==> src/rtl/cpu_pkg.sv <==
// Shared CPU pipeline types and widths for the fetch/decode front end.
package cpu_pkg;
  localparam int PC_W = 16;
  localparam int INSTR_W = 32;
  localparam logic [3:0] OPC_BRANCH = 4'b0011;

  typedef enum logic [1:0] {IDLE, REQ, HOLD, DRAIN} fetchState_t;
endpackage

==> src/rtl/fetch_skid_buf.sv <==
// One-entry skid holding an acked instruction the stalled IF/ID register could not take.
// Latency: one cycle from load to valid; clear takes priority over load.
module fetch_skid_buf #(
  parameter int PC_W = cpu_pkg::PC_W,
  parameter int INSTR_W = cpu_pkg::INSTR_W
) (
  input  logic               clk,
  input  logic               reset,
  input  logic               load,
  input  logic               clear,
  input  logic [INSTR_W-1:0] loadData,
  input  logic [PC_W-1:0]    loadPc,
  output logic [INSTR_W-1:0] data,
  output logic [PC_W-1:0]    pc,
  output logic               valid
);
  always_ff @(posedge clk or posedge reset) begin
    if (reset) begin
      valid <= 1'b0;
      data  <= '0;
      pc    <= '0;
    end else if (clear) begin
      valid <= 1'b0;
    end else if (load) begin
      valid <= 1'b1;
      data  <= loadData;
      pc    <= loadPc;
    end
  end
endmodule

==> src/rtl/fetch_stage.sv <==
// Instruction fetch: one request in flight, IF/ID register updated once per acked fetch, one per cycle.
// A stall with data in hand parks it in the skid; a branch flushes IF/ID and drains any un-acked request.
module fetch_stage #(
  parameter int PC_W = 16,
  parameter int INSTR_W = 32,
  parameter logic [PC_W-1:0] RESET_PC = '0
) (
  input  logic               clk,
  input  logic               reset,
  input  logic               stop_i,
  input  logic               sel_branch_i,
  input  logic [PC_W-1:0]    branch_target_i,
  output logic               imem_req_o,
  output logic [PC_W-1:0]    imem_addr_o,
  input  logic               imem_ack_i,
  input  logic [INSTR_W-1:0] imem_rdata_i,
  output logic [INSTR_W-1:0] ifid_instr_o,
  output logic [PC_W-1:0]    ifid_pc_o,
  output logic               ifid_valid_o,
  output logic [3:0]         opcode_o
);
  import cpu_pkg::*;

  fetchState_t state, stateNxt;
  logic [PC_W-1:0]    pc, pcNxt, addrNxt, ifidPcNxt, pcInc;
  logic [INSTR_W-1:0] ifidInstrNxt, skidData;
  logic [PC_W-1:0]    skidPc;
  logic               ifidValidNxt, skidValid, skidLoad, skidClear;
  logic               awake;

  fetch_skid_buf #(.PC_W(PC_W), .INSTR_W(INSTR_W)) skidBuf (
    .clk      (clk),
    .reset    (reset),
    .load     (skidLoad),
    .clear    (skidClear),
    .loadData (imem_rdata_i),
    .loadPc   (imem_addr_o),
    .data     (skidData),
    .pc       (skidPc),
    .valid    (skidValid)
  );

  assign pcInc      = pc + PC_W'(4);
  assign imem_req_o = (state == REQ) || (state == DRAIN);
  assign opcode_o   = ifid_valid_o ? ifid_instr_o[INSTR_W-1 -: 4] : 4'b0000;

  // awake holds IDLE for one extra cycle after reset release
  always_ff @(posedge clk or posedge reset) begin
    if (reset) begin
      state        <= IDLE;
      pc           <= RESET_PC;
      imem_addr_o  <= RESET_PC;
      ifid_instr_o <= '0;
      ifid_pc_o    <= '0;
      ifid_valid_o <= 1'b0;
      awake        <= 1'b0;
    end else begin
      state        <= stateNxt;
      pc           <= pcNxt;
      imem_addr_o  <= addrNxt;
      ifid_instr_o <= ifidInstrNxt;
      ifid_pc_o    <= ifidPcNxt;
      ifid_valid_o <= ifidValidNxt;
      awake        <= 1'b1;
    end
  end

  always_comb begin
    stateNxt     = state;
    pcNxt        = pc;
    addrNxt      = imem_addr_o;
    ifidInstrNxt = ifid_instr_o;
    ifidPcNxt    = ifid_pc_o;
    ifidValidNxt = ifid_valid_o;
    skidLoad     = 1'b0;
    skidClear    = 1'b0;
    if (sel_branch_i) begin
      pcNxt        = branch_target_i & ~PC_W'(3);
      ifidValidNxt = 1'b0;
      skidClear    = 1'b1;
      stateNxt     = (state == REQ && !imem_ack_i) ? DRAIN : IDLE;
    end else begin
      unique case (state)
        IDLE: begin
          if (!stop_i && awake) begin
            stateNxt = REQ;
            addrNxt  = pc;
          end
        end
        REQ: begin
          if (imem_ack_i && !stop_i) begin
            ifidInstrNxt = imem_rdata_i;
            ifidPcNxt    = imem_addr_o;
            ifidValidNxt = 1'b1;
            pcNxt        = pcInc;
            addrNxt      = pcInc;
          end else if (imem_ack_i) begin
            skidLoad = 1'b1;
            stateNxt = HOLD;
          end else if (!stop_i) begin
            ifidValidNxt = 1'b0;
          end
        end
        HOLD: begin
          if (!stop_i && skidValid) begin
            ifidInstrNxt = skidData;
            ifidPcNxt    = skidPc;
            ifidValidNxt = 1'b1;
            skidClear    = 1'b1;
            pcNxt        = pcInc;
            stateNxt     = IDLE;
          end
        end
        DRAIN: begin
          if (imem_ack_i) stateNxt = IDLE;
        end
      endcase
    end
  end
endmodule

==> config.mk <==
export PLATFORM = sky130hd
export DESIGN_NAME = fetch_stage
export DESIGN_NICKNAME = d
export VERILOG_FILES = /design/src/rtl/cpu_pkg.sv /design/src/rtl/fetch_skid_buf.sv /design/src/rtl/fetch_stage.sv
export SDC_FILE = /design/constraint.sdc
export NUM_CORES = 1
export LEC_CHECK = 0
export ABC_AREA = 0
export CORE_MARGIN = 2
export CORE_UTILIZATION = 45
export CTS_CLUSTER_DIAMETER = 30
export CTS_CLUSTER_SIZE = 25
export DETAILED_ROUTE_END_ITERATION = 8
export HOLD_SLACK_MARGIN = 0.15
export PLACE_DENSITY = 0.7
export SLEW_MARGIN = 10
export SYNTH_ARGS = -nofsm -noshare
export SYNTH_HDL_FRONTEND = slang
export SYNTH_HIERARCHICAL = 1
export SYNTH_SLANG_ARGS = --single-unit
==> constraint.sdc <==
create_clock -name clk -period 4.88 [get_ports clk]
set_clock_uncertainty 0.05 [all_clocks]
set_input_delay 0.976 -clock clk [delete_from_list [all_inputs] [get_ports clk]]
set_output_delay 0.976 -clock clk [all_outputs]
set_load 0.005 [all_outputs]
After elaboration in Yosys (flattened, before gate mapping)
Cells that the tools add are included.

word-level totals
  logic and storage cells = 81
  bits in registers = 133
  bits of input ports = 53
  output and inout port bits = 70

cells by class
  bitwise gates (word level) = 2
  muxes and demuxes = 36
  $add $sub $neg = 1
  equal/unequal tests = 14
  reduce and logical (&&, ||, !) cells = 18

operator list
  cell                     count
  $mux W16                 6
  $pmux W16 S2             3
  $mux W32                 2
  $pmux W32 S2             1
  $add A16 B3 Y16 const B  1
  $ne A3 B3 Y1 const B     5
  $mux W1                  14
  $mux W2                  7
  $reduce_and A4 Y1        3
  $ne A4 B3 Y1 const B     2
  $pmux W2 S4              1
  $reduce_bool A2 Y1       3
  $reduce_and A5 Y1        1
  $eq A2 B2 Y1 const B     2
  $logic_and A1 B1 Y1      4
  $mux W4                  1
  $ne A2 B2 Y1 const B     2
  $ne A3 B2 Y1 const B     1
  $reduce_and A3 Y1        1
  $reduce_bool A3 Y1       1
  $eq A2 B1 Y1 const B     1
  $logic_not A1 Y1         2
  $logic_not A2 Y1         1
  $ne A2 B1 Y1 const B     1
  other kinds (4)          5

Depth between registers and ports, before layout
  depth after elaboration = 7
  gate-level depth with buffers = 8
  depth with buffers taken out = 5

Cells and area by module
The synthesis kept the hierarchy.

by module, submodules not included
  module          seq. area each (um^2)  instances  cells each  area each (um^2)
  fetch_stage     2001.9                 1          421         4052.6
  fetch_skid_buf  1226.2                 1          106         1933.1

Worst setup path after synthesis
OpenSTA, ideal clock, no wires.

  kind = input-to-reg
  start = in sel_branch_i
  end = reg skidBuf.data[10]
  slack = 2.178 ns
  cell stages on the path = 7
  path buffers = 4
  setup time = 0.125 ns
  required time = 4.705 ns
  data arrival time = 2.527 ns
  cells stage by stage = clkbuf_1 clkbuf_1 nor4b_1 nor2b_4 buf_6 buf_12 mux2_4

between the ends
  elaborated cells between the ends (all ways) = 4
  classes of those cells = mux: 2; bitwise: 1; reduce/logical: 1

RTL lines
  what                                RTL line              RTL
  start, declared                     fetch_stage.sv:11     input logic sel_branch_i,
  $mux W1                             fetch_stage.sv:77     if (sel_branch_i) begin
  net skidLoad                        fetch_stage.sv:28     logic ifidValidNxt, skidValid, skidLoad, skidClear;
  $reduce_and A2 Y1 (no source line)  -
  end signal, assigned                fetch_skid_buf.sv:26  data <= loadData;
  end, declared                       fetch_skid_buf.sv:13  output logic [INSTR_W-1:0] data,

The timed path passes the listed nets, and every way through them passes these cells.
A chain may end at the register's enable or synchronous reset.

Worst setup path in the final report
  start = in stop_i
  end = reg ifid_instr_o[6]

between the ends
  longest elaborated chain between the ends = 4
  elaborated cells between the ends (all ways) = 6
  classes of those cells = eq/ne: 2; reduce/logical: 4

ends and longest elaborated chain
  what                                                           RTL line                               RTL
  start, declared                                                fetch_stage.sv:10                      input logic stop_i,
  $logic_not A1 Y1 (*)                                           fetch_stage.sv:91, fetch_stage.sv:105
  $logic_and A1 B1 Y1 (on tied branches)                         fetch_stage.sv:105, fetch_stage.sv:91
  $ne A2 B2 Y1 (no source line) or $ne A2 B1 Y1 (tied branches)  -
  $reduce_and A4 Y1 (no source line) (*)                         -
  end signal, assigned                                           fetch_stage.sv:61                      ifid_instr_o <= ifidInstrNxt;
  end, declared                                                  fetch_stage.sv:17                      output logic [INSTR_W-1:0] ifid_instr_o,

Mark *: on every way between the ends. The rest lies on a longest branch, timed or not.

==> metrics <==
status=complete, no violations; DPL Wire Length=8.35 mm; Layout Nets=684; register area share after synthesis=0.539; Synth Warn #=6; # IOs=123; clk buf depth=2; Synth Cell Area=between 0.005 and 0.006 sq mm; final period utilization=0.651; commonest non-fill, non-tap cell in the layout=dfrtp_1; combinational power share=0.289; synth unique cells=46; HP Class=reg -> reg; DR WL/cell=15.7 um; worst vdd ir=about 0.25 mV; CTS root buf=clkbuf_16; synthesized area per cell=11.4 sq um; Fin Setup TNS=0 ns; CTS resizes=0; Post CTS Setup Buffer Count=0; MaxCap Viol Count=0; clk sinks=129; synthesized netlist cell count=between 500 and 600; Finished Cell Area=0.00786 sq mm; P_leak=3.21 nW; routing usage on met2=0.304; Clock transition at path regs=approximately 0.050 ns; antenna-violating nets left=0; hold path startpoint=skidBuf/pc[8]$_DFFE_PP0P_; Hold Crit Depth=1; Die Y-Extent=119 um; CORE AREA=about 0.013 sq mm; worst slew pin tran=1.09 ns; All-Layer GR Usage=0.189; DP Cell Count=787; Net Sw Power=1.16 mW; M1 GR Usage=0.251; fin cells=819; gp weighted congestion=0.892; Post-synth EDFFs=0; Data required, critical path=5.16 ns; Flop pwr share=0.407; pins over their slew limit=0; R2R Path Start=state[1]$_DFFE_PP0P_; grt met3 use=0.0455; Most Crowded Layer GR=met2; Sw Ratio=0.270; CTS tree=built; async set-reset flop share out of synthesis=1.00; Hold EP=skidBuf/pc[8]$_DFFE_PP0P_; relative slew slack=0.276; Fmax=0.315 GHz; n_diodes=0; DRC=0; clock buffer count from CTS=17; IO buf count=118; global route total overflow=0; commonest cells after routing, fill and taps aside=dfrtp_1, clkdlybuf4s50_1, nor2_1, a21oi_1, mux2i_1; RSZ-0062 raised after global routing=no; PD cells=548 mW/mm^2; Setup Crit Path Kind=in -> reg; top_reg_cell synth=dfrtp_1; crit-path max FO=96; First-pass DRT Iterations=4; worst r2r path cells=4; Final WS setup=1.70 ns; pin count of the biggest net entering global routing=97; Initial DRC Count=~230; share of layout cells above drive strength 1=0.142; Final Hold Viols=0; Horiz. Die Dim=~120 um; crit path capture type=flip-flop; Setup violations, final=0; initial antenna violation count=0; Layout area overhead=31.3%; Yosys reg bits=between 100 and 150; DRT Wirelength=12.9 mm; area of the die=around 0.014 sq mm; Tmin final=roughly 3.2 ns; routed vias=4,244; r2r setup slk=2.29 ns; Post-CTS Hold Fix Bufs=0; post-DR vias/cell=5.18; DP Area=around 0.0072 sq mm; dpl ws=1.33 ns; starting density of the core=0.456; global-route wire length before repair=21.1 mm; worst r2r dst=ifid_instr_o[15]$_DFFE_PP0P_; Internal=3.14 mW; Clk Latency, worst-skew pair=0.41 ns; CP arrival=3.45 ns; H-Tree Depth=4; Setup crit start kind=input port; Clk pwr share=0.304; vias in the first global route=4,225; number of core rows=42
## layout make-up
| type | instances | area (sq um) |
|---|---|---|
| Multi-Input combinational cell | 353 | 2530 |
| Clock buffer | 23 | 498 |
| Sequential cell | 129 | 3230 |
| Timing Repair Buffer | 123 | 1230 |
| Tap cell | 176 | 220 |
| Clock inverter | 9 | 128 |
| Fill cell | 1111 | 5280 |
| Inverter | 6 | 23.8 |
## synthesized netlist by cell type, types with 6 or more instances
| cell | instances | area, sq um |
|---|---|---|
| nand4_1 | 6 | 37.5 |
| inv_1 | 6 | 22.5 |
| o21ai_0 | 6 | 30.0 |
| xnor2_1 | 12 | 105 |
| dfrtp_1 | 129 | 3230 |
| clkbuf_1 | 19 | 71.3 |
| xor2_1 | 12 | 105 |
| nor2_1 | 65 | 244 |
| a21oi_1 | 61 | 305 |
| nand2_1 | 19 | 71.3 |
| buf_2 | 13 | 65.1 |
| o21ai_1 | 14 | 70.1 |
| mux2i_1 | 48 | 480 |
| mux2_4 | 20 | 300 |
| mux2_2 | 28 | 315 |
| nand3_1 | 7 | 35.0 |
## metrics by stage
stage / hold slack (ns) / total power [mW] / utilization
4_1_cts: 0.458 / 4.36 / 0.598
5_1_grt: 0.468 / 4.56 / 0.598
2_1_floorplan: 0.421 / 2.30 / -
3_5_place_dp: 0.445 / 3.02 / 0.550
3_3_place_gp: 0.437 / 2.97 / 0.550
6_report: 0.454 / 4.31 / 0.598
## per-layer routing
layer / part of all wire / wire, um
met5: 0 / 0
met4: 0.015 / 193
met3: 0.048 / 624
met2: 0.47 / 6050
met1: 0.47 / 6010
## state kept, by name, summed over array words and instances (netlist names)
signal,count
pc,14
skidBuf/valid,1
imem_addr_o,14
skidBuf/pc,16
ifid_valid_o,1
state,2
skidBuf/data,32
ifid_pc_o,16
awake,1
ifid_instr_o,32
## worst max path at each step
stage	start	end	depth (start not counted)
final	stop_i	ifid_instr_o[6]$_DFFE_PP0P_	6
after global routing	stop_i	ifid_instr_o[6]$_DFFE_PP0P_	6
after CTS	stop_i	ifid_instr_o[6]$_DFFE_PP0P_	6
after detailed placement	stop_i	ifid_instr_o[6]$_DFFE_PP0P_	6
after global placement	stop_i	ifid_pc_o[1]$_DFFE_PP0P_	6
after floorplan	reset	awake$_DFF_PP0_	1
## power groups by stage
stage / Clock, mW / Combinational, mW / Sequential (mW)
final: 1.31 / 1.24 / 1.75
after global routing: 1.39 / 1.36 / 1.81
after CTS: 1.34 / 1.26 / 1.75
after detailed placement: 0 / 1.25 / 1.77
after global placement: 0 / 1.22 / 1.75
after floorplan: 0 / 0.580 / 1.72
## cell families after synthesis
kind of cell,after synthesis,share of synthesized area
adder cells (fa/ha/maj),1,0.00209
multiplexers,96,0.183
XOR/XNOR,24,0.0351
flip-flops,129,0.539
other,2,0.00125
AO/OA/AOI/OAI,100,0.0939
AND/OR/NAND/NOR,127,0.102
buffers and inverters,48,0.0433
## worst max-delay path, cell delays in order
cell,delay (ns)
clkdlybuf4s50_1,0.57
nand4bb_1,0.53
a21oi_4,0.26
buf_4,0.72
nor2_1,0.11
a21oi_1,0.18
Note: power is estimated with default switching activity, not from simulation.
